--- config.mk ---
export PLATFORM = sky130hd
export DESIGN_NAME = imem_loader
export DESIGN_NICKNAME = d
export VERILOG_FILES = /design/src/rtl/imem_loader.sv
export SDC_FILE = /design/constraint.sdc
export NUM_CORES = 2
export LEC_CHECK = 0
export ABC_AREA = 1
export CELL_PAD_IN_SITES_DETAIL_PLACEMENT = 1
export CELL_PAD_IN_SITES_GLOBAL_PLACEMENT = 2
export CORE_AREA = 2 2 372 742
export DETAILED_ROUTE_END_ITERATION = 6
export DIE_AREA = 0 0 374 744
export HOLD_SLACK_MARGIN = 0.12
export PLACE_DENSITY_LB_ADDON = 0.1
export SLEW_MARGIN = 20
export SYNTH_ARGS = -nofsm -noshare
export SYNTH_HDL_FRONTEND = slang
export SYNTH_SLANG_ARGS = --single-unit
--- constraint.sdc ---
create_clock -name clk -period 4.4 [get_ports clk]
set_clock_uncertainty 0.05 [all_clocks]
set_input_delay 0.44 -clock clk [delete_from_list [all_inputs] [get_ports clk]]
set_output_delay 0.44 -clock clk [all_outputs]
set_load 0.03 [all_outputs]
--- src/rtl/imem_loader.sv ---
// Instruction memory loader: takes a byte stream (count byte followed by
// little-endian words), fills a DEPTH x N memory and exposes a zero-latency fetch port.
module imem_loader #(
  parameter int N     = 32,
  parameter int DEPTH = 64
) (
  input  logic         clk,
  input  logic         rst_n,
  input  logic [7:0]   in_data,
  input  logic         in_valid,
  output logic         in_ready,
  input  logic         start,
  input  logic [5:0]   addr,
  output logic [N-1:0] q,
  output logic         busy,
  output logic         done,
  output logic         err,
  output logic [6:0]   words_loaded
);

  localparam int NB = N / 8;
  localparam int BW = (NB > 1) ? $clog2(NB) : 1;
  localparam logic [BW-1:0] LAST_LANE = BW'(NB - 1);

  typedef enum logic [1:0] {IDLE, LOAD, DONE, ERR} state_t;

  state_t          state_q, state_d;
  logic [6:0]      cnt_q, cnt_d;
  logic [BW-1:0]   byte_idx_q, byte_idx_d;
  logic [6:0]      word_idx_q, word_idx_d;
  logic [6:0]      words_q, words_d;
  logic [N-1:0]    asm_q, asm_d;
  logic            we;
  logic [N-1:0]    mem_q [DEPTH];

  always_ff @(posedge clk or negedge rst_n) begin
    if (!rst_n) begin
      state_q    <= IDLE;
      cnt_q      <= '0;
      byte_idx_q <= '0;
      word_idx_q <= '0;
      words_q    <= '0;
      asm_q      <= '0;
    end else begin
      state_q    <= state_d;
      cnt_q      <= cnt_d;
      byte_idx_q <= byte_idx_d;
      word_idx_q <= word_idx_d;
      words_q    <= words_d;
      asm_q      <= asm_d;
    end
  end

  always_comb begin
    state_d    = state_q;
    cnt_d      = cnt_q;
    byte_idx_d = byte_idx_q;
    word_idx_d = word_idx_q;
    words_d    = words_q;
    asm_d      = asm_q;
    we         = 1'b0;
    in_ready   = 1'b0;
    busy       = 1'b0;
    done       = 1'b0;
    err        = 1'b0;
    case (state_q)
      IDLE: begin
        in_ready = 1'b1;
        if (in_valid) begin
          if (in_data != 8'd0 && in_data <= 8'd64) begin
            state_d    = LOAD;
            cnt_d      = in_data[6:0];
            byte_idx_d = '0;
            word_idx_d = '0;
            words_d    = '0;
          end else begin
            state_d = ERR;
          end
        end
      end
      LOAD: begin
        in_ready = 1'b1;
        busy     = 1'b1;
        if (in_valid) begin
          asm_d[int'(byte_idx_q) * 8 +: 8] = in_data;
          if (byte_idx_q == LAST_LANE) begin
            // The completed word (including this byte) is written on this same edge.
            we         = 1'b1;
            byte_idx_d = '0;
            word_idx_d = word_idx_q + 7'd1;
            words_d    = (words_q < cnt_q) ? words_q + 7'd1 : words_q;
            if (word_idx_q == cnt_q - 7'd1) state_d = DONE;
          end else begin
            byte_idx_d = byte_idx_q + 1'b1;
          end
        end
      end
      DONE: begin
        done = 1'b1;
        if (start) begin
          state_d = IDLE;
          words_d = '0;
        end
      end
      ERR: begin
        err = 1'b1;
        if (start) begin
          state_d = IDLE;
          words_d = '0;
        end
      end
      default: state_d = IDLE;
    endcase
  end

  // Memory contents survive re-arming; only reset clears them.
  always_ff @(posedge clk or negedge rst_n) begin
    if (!rst_n) begin
      for (int i = 0; i < DEPTH; i++) mem_q[i] <= '0;
    end else if (we) begin
      mem_q[word_idx_q[5:0]] <= asm_d;
    end
  end

  assign q            = mem_q[addr];
  assign words_loaded = words_q;

endmodule

==> results_dict.tcl <==
set metrics [dict create \
    path_class "input port to output pin" \
    dpl.cell_count 14750 \
    cts_buffer_depth 4 \
    finalSetupViolCount 0 \
    start_kind "input port" \
    synth.distinct_cells 33 \
    hold_path_class "input port to register" \
    cts.sinks 2105 \
    ys.flop_type "dfrtp_1" \
    row_count 271 \
    rsz0062_at_grt "false" \
    tightest_slew_ps 1119 \
    grt_max_degree 174 \
    syn_area_um2 95030 \
    synth_seq_cells 2105 \
    grt_pass1_wl_mm 585.6 \
    ys_seq_area_share_pct 55.43 \
    avgRoutedWirePerCell_um 25.67 \
    drt_iter0_markers 5406 \
    timing.final.crit_share_pct 80.50 \
    ir_drop_mv 0.3502 \
    worstPathRequired_ps 3910 \
    status "finished, final reports clean" \
    initial_utilization_pct 34.90 \
    stdcell_count 15120 \
    ff2ff_setup_slack_ps 940 \
    setup_tns_ps 0 \
    grt_overflow 0 \
    clock.fmax_mhz 282.3 \
    coreArea_um2 272300 \
    place_ws_ps 840.8 \
    cp.arrival_ps 3050 \
    totalWireLength_mm 388.2 \
    drtAntennaViolNets 0 \
    htree_levels 4 \
    drcViolationCount 0 \
    synth_warnings 0 \
    io_buffers 60 \
    syn_nets 11920 \
    final_cell_mix "4297 x nand2_1, 2105 x dfrtp_1, 1994 x o21ai_0, 1910 x nand3_1, 213 x clkbuf_16" \
    crit_path_end_kind "output pin" \
    holdWs_ps 194.2 \
    via_per_inst 5.475 \
    power_density_nw_per_um2 420.2 \
    slew_headroom_pct 25.40 \
    io_pins 61 \
    firstDrtPassIters 6 \
    slew_viol_final 0 \
    die-area_um2 278300 \
    hold_viol_final 0 \
    gp_congestion 0.8096 \
    syn_inst 11880 \
    min_period_ps 3542 \
    cts_buffers 209 \
    clk_pin_slew_worst_paths_ps 60 \
    clkLatencyLatePin_ps 890 \
    die_h_um 744 \
    syn_area_per_cell_um2 7.996 \
    synth-edff-count 0 \
    syn2layout_area_growth_pct 12.85 \
    final_common_cell "nand2_1" \
    root_buffer "clkbuf_16" \
    grtUsageTotal_pct 27.87 \
    total_leakage_power_nw 47.13 \
    fp.dieW_um 374 \
    critPathMaxFanout 60 \
    grt_pass1_vias 87840 \
    drive_gt1_share_pct 7.010 \
    antenna_found_initial 12 \
    maxCapViolCount 0 \
    setup_ws_ps 858.2 \
    cts_tree "built" \
    hpwl_mm 228.8 \
    nets 11450 \
    vias 82790 \
    synth-async-reset-ratio_pct 100.0 \
]
cells by family after synthesis:
family | Yosys count | share of synthesized area (%)
and+or+nand+nor | 6392 | 27.97
buffers and inverters | 1196 | 4.865
AOI/OAI and AO/OA | 2169 | 11.47
adders and majority gates | 15 | 0.1975
DFF | 2105 | 55.43
xor gates and xnor gates | 7 | 0.06452
Yosys cell counts, types with 4 or more instances:
master | count | area, um^2
nor2_4 | 5 | 56.30
o21ai_1 | 82 | 410.4
nand3_1 | 1910 | 9559
buf_2 | 107 | 535.5
inv_2 | 29 | 108.9
nor2_2 | 5 | 31.28
clkbuf_1 | 886 | 3326
nand2_1 | 4335 | 16270
ha_1 | 15 | 187.7
or2_2 | 5 | 31.28
a21oi_1 | 73 | 365.4
nor3_2 | 4 | 40.04
and2_1 | 16 | 100.1
dfrtp_1 | 2105 | 52680
nand2_2 | 19 | 118.9
buf_1 | 60 | 225.2
xor2_1 | 6 | 52.55
a21boi_0 | 6 | 45.04
inv_1 | 112 | 420.4
nor2_1 | 86 | 322.8
o21ai_0 | 1998 | 10000
flip-flops by register name, summed over array words and instances, names as in the netlist:
signal	flops
words_loaded	7
asm_q	32
mem_q	2048
word_idx_q	7
cnt_q	7
byte_idx_q	2
state_q	2
final timing paths:
check | from | endpoint | cells past startpoint
setup / recovery | addr[0] | q[15] | 12
hold / removal | start | state_q[1] | 3
setup reg to reg | byte_idx_q[0] | mem_q[559] | 8
hold reg to reg | mem_q[1584] | mem_q[1584] | 2
max in group asynchronous | rst_n | mem_q[99] | 3
min in group asynchronous | rst_n | mem_q[1686] | 2
power breakdown:
| part | leakage (nW) | internal (mW) | switching (mW) | total (mW) |
|---|---|---|---|---|
| clock network | 3.35 | 10.2 | 8.13 | 18.4 |
| logic | 14.6 | 1.44 | 5.45 | 6.89 |
| registers | 29.2 | 19.6 | 0.227 | 19.8 |
| total | 47.1 | 31.3 | 13.8 | 45.1 |
layer usage:
metal | global-route usage (%) | up-vias | part of all wire [%]
li1 | - | 37950 | -
met1 | 34.34 | 42740 | 42
met2 | 50.72 | 1542 | 51
met3 | 2.629 | 558 | 3.4
met4 | 9.388 | 0 | 3.5
met5 | 0 | - | 0
critical path, cell delays in order:
cell and delay [ps]:
buf_8 180, inv_8 240, buf_12 250, buf_12 320, nand2_1 80, nand3_1 130, nand3_1 100, nand3_1 190
nand3_1 100, nand3_1 260, and2_1 440, buf_12 180
layout make-up:
class	instances	area [um^2]
Fill cell	32100	165000
Clock buffer	312	6262
Clock inverter	53	478.0
Multi-Input combinational cell	8583	38150
Inverter	143	570.5
Antenna cell	3	7.507
Timing Repair Buffer	374	4646
Tap cell	3549	4441
Sequential cell	2105	52680
repair_timing:
item,CTS,global route
resized for setup,0,0
setup buffers,0,0
hold endpoints to repair,430,0
hold buffers,2,0
per-stage QoR:
stage	cell area [um^2]	util, %	power [mW]
global placement	100400	36.88	27.03
finish	107200	39.38	45.06
global route	107200	39.38	46.78
floorplan	95030	-	23.38
CTS	107200	39.38	45.68
detailed placement	100500	36.90	27.14
Power figures use the tool's default switching activity.
